===== src/rtl/ifu_fetch_queue_if.sv =====
// Fetch-unit port bundle: backend redirect, icache/memory request/response and IDU delivery.
// Handshakes: a transfer happens in a cycle where valid and ready are both 1 at the rising edge;
// the sender holds valid only while it has something to send. Responses have no ready and are always taken.
interface ifu_fetch_queue_if #(
   parameter int ADDR_WIDTH = 32,
   parameter int INST_WIDTH = 32
);
   logic                  redirect_valid_i;
   logic [ADDR_WIDTH-1:0] redirect_pc_i;
   logic                  imem_req_valid_o;
   logic                  imem_req_ready_i;
   logic [ADDR_WIDTH-1:0] imem_req_addr_o;
   logic                  imem_rsp_valid_i;
   logic [INST_WIDTH-1:0] imem_rsp_data_i;
   logic                  idu_valid_o;
   logic                  idu_ready_i;
   logic [ADDR_WIDTH-1:0] idu_pc_o;
   logic [INST_WIDTH-1:0] idu_instr_o;

   modport master (
      input  redirect_valid_i, redirect_pc_i,
      output imem_req_valid_o, imem_req_addr_o,
      input  imem_req_ready_i, imem_rsp_valid_i, imem_rsp_data_i,
      output idu_valid_o, idu_pc_o, idu_instr_o,
      input  idu_ready_i
   );

   modport slave (
      output redirect_valid_i, redirect_pc_i,
      input  imem_req_valid_o, imem_req_addr_o,
      output imem_req_ready_i, imem_rsp_valid_i, imem_rsp_data_i,
      input  idu_valid_o, idu_pc_o, idu_instr_o,
      output idu_ready_i
   );
endinterface


===== src/rtl/ifu_fetch_queue.sv =====
// Sequential instruction fetch with an FQ_DEPTH-entry in-order fetch queue and redirect flush.
// Optional macro IFU_FETCH_CNT_EN adds a 64-bit delivered-instruction counter output.
module ifu_fetch_queue #(
   parameter int                    ADDR_WIDTH = 32,
   parameter int                    INST_WIDTH = 32,
   parameter logic [ADDR_WIDTH-1:0] RESET_PC   = 32'h8000_0000,
   parameter int                    FQ_DEPTH   = 4
) (
   input  logic clk,
   input  logic rst_n,
   ifu_fetch_queue_if.master bus
`ifdef IFU_FETCH_CNT_EN
   ,
   output logic [63:0] ifu_fetch_cnt_o
`endif
);
   localparam int PTR_W = $clog2(FQ_DEPTH);
   localparam int CNT_W = PTR_W + 1;
   localparam int STEP  = INST_WIDTH / 8;

   typedef logic [CNT_W-1:0] cnt_t;

   logic [ADDR_WIDTH-1:0] fetch_pc;
   logic [ADDR_WIDTH-1:0] pc_q    [FQ_DEPTH];
   logic [INST_WIDTH-1:0] instr_q [FQ_DEPTH];
   logic [FQ_DEPTH-1:0]   filled_q;
   logic [PTR_W-1:0]      alloc_ptr, fill_ptr, head_ptr;
   cnt_t                  alloc_cnt, drop_cnt, pend_cnt;

   logic [CNT_W:0]        credit_sum;
   logic                  req_valid, idu_valid;
   logic                  req_fire, idu_fire, rsp_drop, rsp_fill, rsp_outstanding;
   logic [ADDR_WIDTH-1:0] redirect_pc_aligned;

   // Credit counts stale in-flight responses too, so memory never sees more than FQ_DEPTH outstanding.
   assign credit_sum      = {1'b0, alloc_cnt} + {1'b0, drop_cnt};
   assign req_valid       = rst_n && !bus.redirect_valid_i && (credit_sum < (CNT_W+1)'(FQ_DEPTH));
   assign idu_valid       = rst_n && !bus.redirect_valid_i && filled_q[head_ptr];
   assign req_fire        = req_valid && bus.imem_req_ready_i;
   assign idu_fire        = idu_valid && bus.idu_ready_i;
   assign rsp_outstanding = (drop_cnt != '0) || (pend_cnt != '0);
   assign rsp_drop        = bus.imem_rsp_valid_i && (drop_cnt != '0);
   assign rsp_fill        = bus.imem_rsp_valid_i && (drop_cnt == '0) && (pend_cnt != '0);
   assign redirect_pc_aligned = bus.redirect_pc_i & ~ADDR_WIDTH'(STEP - 1);

   assign bus.imem_req_valid_o = req_valid;
   assign bus.imem_req_addr_o  = fetch_pc;
   assign bus.idu_valid_o      = idu_valid;
   assign bus.idu_pc_o         = pc_q[head_ptr];
   assign bus.idu_instr_o      = instr_q[head_ptr];

   always_ff @(posedge clk) begin
      if (!rst_n) begin
         fetch_pc  <= RESET_PC;
         alloc_ptr <= '0;
         fill_ptr  <= '0;
         head_ptr  <= '0;
         alloc_cnt <= '0;
         drop_cnt  <= '0;
         pend_cnt  <= '0;
         filled_q  <= '0;
         for (int i = 0; i < FQ_DEPTH; i++) begin
            pc_q[i]    <= '0;
            instr_q[i] <= '0;
         end
      end else if (bus.redirect_valid_i) begin
         // Every unfilled allocation becomes a response to throw away; a same-cycle response is already one of them.
         fetch_pc  <= redirect_pc_aligned;
         alloc_ptr <= '0;
         fill_ptr  <= '0;
         head_ptr  <= '0;
         alloc_cnt <= '0;
         pend_cnt  <= '0;
         filled_q  <= '0;
         drop_cnt  <= drop_cnt + pend_cnt
                      - cnt_t'(bus.imem_rsp_valid_i && rsp_outstanding);
      end else begin
         if (req_fire) begin
            pc_q[alloc_ptr]     <= fetch_pc;
            filled_q[alloc_ptr] <= 1'b0;
            alloc_ptr           <= alloc_ptr + PTR_W'(1);
            fetch_pc            <= fetch_pc + ADDR_WIDTH'(STEP);
         end
         if (rsp_drop) begin
            drop_cnt <= drop_cnt - cnt_t'(1);
         end
         if (rsp_fill) begin
            instr_q[fill_ptr]  <= bus.imem_rsp_data_i;
            filled_q[fill_ptr] <= 1'b1;
            fill_ptr           <= fill_ptr + PTR_W'(1);
         end
         if (idu_fire) begin
            filled_q[head_ptr] <= 1'b0;
            head_ptr           <= head_ptr + PTR_W'(1);
         end
         alloc_cnt <= alloc_cnt + cnt_t'(req_fire) - cnt_t'(idu_fire);
         pend_cnt  <= pend_cnt + cnt_t'(req_fire) - cnt_t'(rsp_fill);
      end
   end

`ifdef IFU_FETCH_CNT_EN
   always_ff @(posedge clk) begin
      if (!rst_n) begin
         ifu_fetch_cnt_o <= '0;
      end else if (idu_fire) begin
         ifu_fetch_cnt_o <= ifu_fetch_cnt_o + 64'd1;
      end
   end
`endif

`ifndef SYNTHESIS
   rsp_needs_outstanding: assert property (@(posedge clk) disable iff (!rst_n)
      bus.imem_rsp_valid_i |-> rsp_outstanding);
   outstanding_bounded: assert property (@(posedge clk) disable iff (!rst_n)
      ({1'b0, drop_cnt} + {1'b0, pend_cnt}) <= (CNT_W+1)'(FQ_DEPTH));
`endif
endmodule


===== src/flat_wrapper.sv =====
// flat-port wrapper written by rule: the top's interface ports become plain ports
module ifu_fetch_queue_flat 
#(
   parameter int                    ADDR_WIDTH = 32,
   parameter int                    INST_WIDTH = 32,
   parameter logic [ADDR_WIDTH-1:0] RESET_PC   = 32'h8000_0000,
   parameter int                    FQ_DEPTH   = 4
)
  (clk, rst_n, bus_redirect_valid_i, bus_redirect_pc_i, bus_imem_req_valid_o, bus_imem_req_addr_o, bus_imem_req_ready_i, bus_imem_rsp_valid_i, bus_imem_rsp_data_i, bus_idu_valid_o, bus_idu_pc_o, bus_idu_instr_o, bus_idu_ready_i);
  ifu_fetch_queue_if #(.ADDR_WIDTH(ADDR_WIDTH), .INST_WIDTH(INST_WIDTH)) bus_i ();
  input  logic clk;
  input  logic rst_n;
  input wire logic [$bits(bus_i.redirect_valid_i)-1:0] bus_redirect_valid_i;
  input wire logic [$bits(bus_i.redirect_pc_i)-1:0] bus_redirect_pc_i;
  output wire logic [$bits(bus_i.imem_req_valid_o)-1:0] bus_imem_req_valid_o;
  output wire logic [$bits(bus_i.imem_req_addr_o)-1:0] bus_imem_req_addr_o;
  input wire logic [$bits(bus_i.imem_req_ready_i)-1:0] bus_imem_req_ready_i;
  input wire logic [$bits(bus_i.imem_rsp_valid_i)-1:0] bus_imem_rsp_valid_i;
  input wire logic [$bits(bus_i.imem_rsp_data_i)-1:0] bus_imem_rsp_data_i;
  output wire logic [$bits(bus_i.idu_valid_o)-1:0] bus_idu_valid_o;
  output wire logic [$bits(bus_i.idu_pc_o)-1:0] bus_idu_pc_o;
  output wire logic [$bits(bus_i.idu_instr_o)-1:0] bus_idu_instr_o;
  input wire logic [$bits(bus_i.idu_ready_i)-1:0] bus_idu_ready_i;
  assign bus_i.redirect_valid_i = bus_redirect_valid_i;
  assign bus_i.redirect_pc_i = bus_redirect_pc_i;
  assign bus_imem_req_valid_o = bus_i.imem_req_valid_o;
  assign bus_imem_req_addr_o = bus_i.imem_req_addr_o;
  assign bus_i.imem_req_ready_i = bus_imem_req_ready_i;
  assign bus_i.imem_rsp_valid_i = bus_imem_rsp_valid_i;
  assign bus_i.imem_rsp_data_i = bus_imem_rsp_data_i;
  assign bus_idu_valid_o = bus_i.idu_valid_o;
  assign bus_idu_pc_o = bus_i.idu_pc_o;
  assign bus_idu_instr_o = bus_i.idu_instr_o;
  assign bus_i.idu_ready_i = bus_idu_ready_i;
  ifu_fetch_queue #(.ADDR_WIDTH(ADDR_WIDTH), .INST_WIDTH(INST_WIDTH), .RESET_PC(RESET_PC), .FQ_DEPTH(FQ_DEPTH)) u_core (.clk(clk), .rst_n(rst_n), .bus(bus_i));
endmodule

===== config.mk =====
export PLATFORM = sky130hd
export DESIGN_NAME = ifu_fetch_queue_flat
export DESIGN_NICKNAME = d
export VERILOG_FILES = /design/src/rtl/ifu_fetch_queue_if.sv /design/src/rtl/ifu_fetch_queue.sv /design/src/flat_wrapper.sv
export SDC_FILE = /design/constraint.sdc
export NUM_CORES = 1
export LEC_CHECK = 0
export CAP_MARGIN = 15
export CORE_MARGIN = 2
export CORE_UTILIZATION = 51
export DETAILED_ROUTE_END_ITERATION = 16
export PLACE_DENSITY_LB_ADDON = 0.2
export SYNTH_ARGS = -nofsm -noshare
export SYNTH_HDL_FRONTEND = slang
export SYNTH_SLANG_ARGS = --single-unit

===== constraint.sdc =====
create_clock -name clk -period 4.2 [get_ports clk]
set_input_delay 0.84 -clock clk [delete_from_list [all_inputs] [get_ports clk]]
set_output_delay 0.84 -clock clk [all_outputs]
set_load 0.05 [all_outputs]

==> summary.md, run 1 <==
| Metric | Value |
|---|---|
| Die area | `0.0284 sq mm` |
| Clock latency on the worst-skew pair | `0.55 ns` |
| Clock Skew | `0.0185 ns` |
| Final hold viol count | `0` |
| Hold crit path type | `register to register` |
| Crit Path Category | `register to output port` |
| Final Slew Violations | `0` |
| Post-synthesis register bit count | `299` |
| Post-synth EDFFs | `248` |
| Total GRT Usage | `0.228` |
| Vias per cell | `5.79` |
| Setup crit start kind | `register` |
| CTS sink count | `299` |
| Pwr dens | `418 mW/mm^2` |
| Post_cts resized | `0` |
| FP Rows | `60` |
| RSZ-0062 raised after global routing | `false` |
| Post-synthesis cell count | `997` |
| CTS Hold Buffers Added | `0` |
| Vias | `8802` |
| Seq/Total Area, Yosys | `0.613` |
| CTS H-Tree Depth | `1` |
| Root buf cell | `clkbuf_16` |
| Final Non-Filler Cells | `1519` |
| DRT iter0 DRCs | `698` |
| Critical Path Sink Type | `output port` |
| Worst Tran Pin Value | `0.660 ns` |
| Cell taking the most area after synthesis | `edfxtp_1` |
| Post-route ant nets | `0` |
| Synth area leaders | `edfxtp_1 (54%), mux4_2 (10%), and2_1 (8.2%), dfxtp_1 (7.4%), and3_1 (2.9%)` |
| Post-Syn Area | `0.0138 sq mm` |
| Core Area | `0.0268 sq mm` |
| Dpl cells | `1462` |
| Sw Pwr | `0.00174 W` |
| Most common cell in the synthesized netlist | `edfxtp_1` |
| P_int | `0.00536 W` |
| WL/cell | `21.2 um` |
| Sequential share of power | `0.482` |
| Worst IR Drop VDD | `0.278 mV` |
| Mapped Avg Cell Area | `13.9 sq um` |
| Proportion of layout cells with a drive suffix above 1 | `0.147` |
| Final setup viols | `0` |
| Top FF cell, synth | `edfxtp_1` |
| Nets | `1250` |
| Die Ht | `169 um` |
| Yosys top cell area share | `0.539` |
| Sw Ratio | `0.245` |
| Combinational share of power | `0.120` |
| Post-synth top cells | `edfxtp_1 (248), and2_1 (182), and3_1 (64)` |
| Clock Power Share | `0.398` |
| Global-route wire length before repair | `50200 um` |
| DP HPWL | `19700 um` |
| P&R area growth vs syn | `22.7%` |
| Drt first pass iters | `5` |
| Grt ovf | `0` |
| CTS Buf Count | `30` |
| CTS max path bufs | `3` |
| Final period utilization | `0.879` |
| FMAX | `271 MHz` |
| Relative slew slack | `0.560` |
| CP Data Arrival Time | `2.85 ns` |
| Initial core utilization | `0.516` |
| DRC Markers | `0` |
| Synth async-reset ratio | `0` |
| Vias in the first global route | `8865` |
| Status | `finished, final reports clean` |
| I/O Buffers | `161` |
| CTS tree | `built` |
| Leak | `6.23 nW` |
| Chip Width | `169 um` |
| Final Wtd Congestion | `0.779` |
| Post-CTS setup buffers | `0` |
| I/O pin count | `168` |
| Yosys warnings | `0` |
| Tmin final | `3.69 ns` |
| Dpl ws | `0.694 ns` |
| Worst Path Max Fanout | `21` |
| # Max-Cap Violations | `0` |
| Post-synthesis cell type count | `62` |
| Clk slew on worst S/H paths | `0.06 ns` |
| Setup ws final | `0.507 ns` |
| Setup Total Neg Slack | `0 ns` |
| Initial antenna violation count | `2` |
| Drt total wl | `32300 um` |
| Pin count of the biggest net entering global routing | `36` |
| CP Data Required Time | `3.36 ns` |
worst max-delay path, stage by stage, from the launching register on:
cell	delay (ns)
dfxtp_4	0.66
buf_4	0.34
mux4_2	0.56
clkdlybuf4s50_1	0.72
per-layer routing:
metal | track usage | share of wire | routed length (um) | vias up
li1 | - | - | - | 4039
met5 | 0 | 0 | 0 | -
met1 | 0.318 | 0.42 | 13700 | 4401
met3 | 0.0253 | 0.060 | 1950 | 42
met4 | 0.0645 | 0.019 | 618 | 0
met2 | 0.385 | 0.50 | 16000 | 320
state kept, by name (all words and copies together), names as in the netlist, named ones only:
signal / flops
u_core.alloc_cnt: 3
u_core.pc_q: 120
u_core.drop_cnt: 3
u_core.bus.imem_req_addr_o: 30
u_core.fill_ptr: 2
u_core.head_ptr: 2
u_core.pend_cnt: 3
u_core.filled_q: 4
u_core.instr_q: 128
u_core.alloc_ptr: 2
path summary, 6_finish.rpt:
kind,from,to,slack [ns],depth (start not counted)
max,register,bus_idu_pc_o[18],0.51,3
min,u_core.head_ptr[1],register,0.54,2
max reg2reg,u_core.alloc_cnt[1],u_core.pc_q[2][5],1.42,8
min reg2reg,u_core.head_ptr[1],register,0.54,2
area by class of cell:
class                      instances  area [sq um]
tap                              341           427
sequential                       299          8470
antenna                            1          2.50
inverter                          27           101
multi-input combinational        599          4980
clock buffer                      37           828
fill                            2103          9840
clock inverter                    19           233
timing repair buffer             196          1910
cells in the final DEF (no fill, tap or decap), drive strengths merged, types with 18 or more instances in the layout:
cell / count
nand2: 40
nand3: 20
a21oi: 18
buf: 37
mux4: 63
nor2: 24
clkdlybuf4s50: 159
ha: 24
and2: 182
and3: 65
edfxtp: 248
nor3: 22
clkbuf: 37
dfxtp: 51
inv: 26
power groups by stage:
stage               combinational (W)  clock, W  sequential, W
floorplan                    0.000483         0        0.00351
global placement             0.000845         0        0.00348
detailed placement           0.000854         0        0.00348
CTS                          0.000857   0.00286        0.00342
global route                 0.000908   0.00298        0.00343
finish                       0.000852   0.00283        0.00342
through the flow:
| step | hold WS [ns] | power, W | cell area, sq um | util |
|---|---|---|---|---|
| 2_1_floorplan | 0.500 | 0.00400 | 13800 | - |
| 3_3_place_gp | 0.533 | 0.00432 | 15900 | 0.593 |
| 3_5_place_dp | 0.536 | 0.00434 | 15900 | 0.593 |
| 4_1_cts | 0.545 | 0.00714 | 17000 | 0.633 |
| 5_1_grt | 0.594 | 0.00733 | 17000 | 0.633 |
| 6_report | 0.537 | 0.00710 | 17000 | 0.633 |
cells by family after synthesis:
kind of cell / count (synthesis) / share of synthesized area
and+or+nand+nor: 398 / 0.169
other: 1 / 0.000271
adders and majority gates: 27 / 0.0261
buffers and inverters: 102 / 0.0315
muxes: 71 / 0.109
AOI/OAI and AO/OA: 84 / 0.0427
xor gates and xnor gates: 15 / 0.00950
DFF: 299 / 0.613
(Power assumes the default switching activity.)
==> inputs of run 2 (changes only) <==
--- a/config.mk
+++ b/config.mk
@@ -5,10 +5,11 @@
 export SDC_FILE = /design/constraint.sdc
 export NUM_CORES = 1
 export LEC_CHECK = 0
-export CAP_MARGIN = 15
+export CAP_MARGIN = 20
 export CORE_MARGIN = 2
 export CORE_UTILIZATION = 51
 export DETAILED_ROUTE_END_ITERATION = 16
+export MAX_ROUTING_LAYER = met4
 export PLACE_DENSITY_LB_ADDON = 0.2
 export SYNTH_ARGS = -nofsm -noshare
 export SYNTH_HDL_FRONTEND = slang
==> summary.md, run 2 (synthesized netlist as in run 1, its figures left out) <==
| Metric | Value |
|---|---|
| Status | `finished, final reports clean` |
| Critical path, cell by cell | `buf_4, mux4_2, clkdlybuf4s50_1` |
| Total GRT Usage | `0.235 (+0.00725)` |
| Final setup viols | `0 (unchanged)` |
| CTS sink count | `299 (unchanged)` |
| Clock Power Share | `0.398 (about the same)` |
| Tmin final | `3.70 ns (+0.00288 ns)` |
| Worst IR Drop VDD | `0.280 mV (+0.57%)` |
| Sw Pwr | `0.00174 W (+0.20%)` |
| FMAX | `271 MHz (about the same)` |
| Pin count of the biggest net entering global routing | `36 (unchanged)` |
| CTS Buf Count | `30 (unchanged)` |
| R2R setup slack | `1.40 ns (-0.02 ns)` |
| CP bufs+invs | `2 (unchanged)` |
| I/O pin count | `168 (unchanged)` |
| Root buf cell | `clkbuf_16` |
| Final Slew Violations | `0 (unchanged)` |
| Initial antenna violation count | `2 (unchanged)` |
| CTS Hold Buffers Added | `0 (unchanged)` |
| Clock latency on the worst-skew pair | `0.55 ns (about the same)` |
| CTS max path bufs | `3 (unchanged)` |
| Final period utilization | `0.880 (about the same)` |
| Setup ws final | `0.504 ns (-0.00288 ns)` |
| # Max-Cap Violations | `0 (unchanged)` |
| Clk slew on worst S/H paths | `0.06 ns (about the same)` |
| Grt ovf | `0 (unchanged)` |
| Combinational share of power | `0.120 (about the same)` |
| WL/cell | `21.2 um (about the same)` |
| Crit Path Category | `register to output port` |
| Final core occ | `0.633 (unchanged)` |
| Slowest stage delay, CP | `0.72 ns (about the same)` |
| Nets | `1250 (unchanged)` |
| Reg2Reg Depth | `8 (unchanged)` |
| Sw Ratio | `0.245 (+0.000367)` |
| DP HPWL | `19700 um (unchanged)` |
| Largest register by flop count | `u_core.instr_q` |
| CP Data Required Time | `3.36 ns (about the same)` |
| Post_cts resized | `0 (unchanged)` |
| Drt first pass iters | `5 (unchanged)` |
| Vias | `8767 (-0.40%)` |
| DRC Markers | `0 (unchanged)` |
| FP Rows | `60 (unchanged)` |
| R2r startpoint | `u_core.alloc_cnt[1]` |
| P&R area growth vs syn | `22.7% (unchanged)` |
| Most common cell after layout, fill and taps aside | `edfxtp_1` |
| Worst Path Max Fanout | `21 (unchanged)` |
| Sequential share of power | `0.481 (about the same)` |
| Post-route ant nets | `0 (unchanged)` |
| Setup crit start kind | `register` |
| CP Data Arrival Time | `2.86 ns (about the same)` |
| Initial core utilization | `0.516 (unchanged)` |
| Final hold viol count | `0 (unchanged)` |
| Final Wtd Congestion | `0.790 (+1.4%)` |
| Pwr dens | `419 mW/mm^2 (about the same)` |
| Die area | `0.0284 sq mm (unchanged)` |
| Vias in the first global route | `8849 (-0.18%)` |
| Worst hold slack | `0.537 ns (+0.000622 ns)` |
| P_int | `0.00536 W (about the same)` |
| Proportion of layout cells with a drive suffix above 1 | `0.147 (unchanged)` |
| CTS tree | `built` |
| Chip Width | `169 um (unchanged)` |
| Slowest cell on crit path | `clkdlybuf4s50_1` |
| Worst Tran Pin Value | `0.680 ns (+0.0208 ns)` |
| Most frequent cells in the layout | `edfxtp_1 (248), and2_1 (182), clkdlybuf4s50_1 (159), and3_1 (64), mux4_2 (63)` |
| RSZ-0062 raised after global routing | `false` |
| Die Ht | `169 um (unchanged)` |
| Clock Skew | `0.0206 ns (+0.00211 ns)` |
| Post-CTS setup buffers | `0 (unchanged)` |
| DRT iter0 DRCs | `700 (+0.29%)` |
| Critical Path Sink | `bus_idu_pc_o[18]` |
| Relative slew slack | `0.546 (-0.0138)` |
| Max reg flops | `128 (unchanged)` |
| CTS H-Tree Depth | `1 (unchanged)` |
| Leak | `6.23 nW (unchanged)` |
| I/O Buffers | `161 (unchanged)` |
| Vias per cell | `5.77 (-0.40%)` |
| Drt total wl | `32200 um (about the same)` |
| WP depth | `3 (unchanged)` |
| Global-route wire length before repair | `50200 um (about the same)` |
| Worst path top cell family by delay | `buffers and inverters` |
| Critical Path Sink Type | `output port` |
| Fillers | `2103 (unchanged)` |
| Reg-to-Reg End | `u_core.pc_q[2][5]` |
| Dpl ws | `0.694 ns (unchanged)` |
| Core Area | `0.0268 sq mm (unchanged)` |
| Hold crit path type | `register to register` |
run 2: tightest hold or removal path, cell delays in order (launching register included):
cell     delay (ns)
dfxtp_1        0.35
nand2_1        0.07
a21oi_1        0.07
run 2: cell type report:
type	instances	area, sq um	share of cell area
diodes	1	2.50	0.000148
clock buffers	37	828	0.0488
clock inverters	19	233	0.0137
inverters	27	101	0.00598
multi-input cells	599	4980	0.294
flip-flops and latches	299	8470	0.500
well taps	341	427	0.0252
repair buffers	196	1910	0.112
run 2: per-stage QoR:
step           cells  setup TNS, ns  power (W)  cell area [sq um]
2_1_floorplan   1000          -4.82    0.00400              13800
3_3_place_gp    1462              0    0.00432              15900
3_5_place_dp    1462              0    0.00434              15900
4_1_cts         1518              0    0.00714              17000
5_1_grt         1519              0    0.00733              17000
6_report        1519              0    0.00710              17000
run 2: how the worst min path moves through the flow:
stage,from,to,cells after the start
finish,u_core.head_ptr[1],register,2
global route,u_core.head_ptr[1],register,2
detailed placement,u_core.head_ptr[1],register,2
floorplan,u_core.head_ptr[1],register,2
global placement,u_core.head_ptr[1],register,2
CTS,u_core.head_ptr[1],register,2
run 2: per-layer routing:
layer | routed length [um] | GRT usage
met1 | 13800 | 0.317
met2 | 16100 | 0.386
met3 | 1760 | 0.0250
met4 | 586 | 0.0645
met5 | 0 | -
run 2: power groups by stage:
| stage | Combinational, W | Sequential (W) | Clock [W] |
|---|---|---|---|
| floorplan | 0.000483 | 0.00351 | 0 |
| global placement | 0.000845 | 0.00348 | 0 |
| detailed placement | 0.000854 | 0.00348 | 0 |
| CTS | 0.000857 | 0.00342 | 0.00286 |
| global route | 0.000908 | 0.00343 | 0.00299 |
| finish | 0.000853 | 0.00342 | 0.00283 |
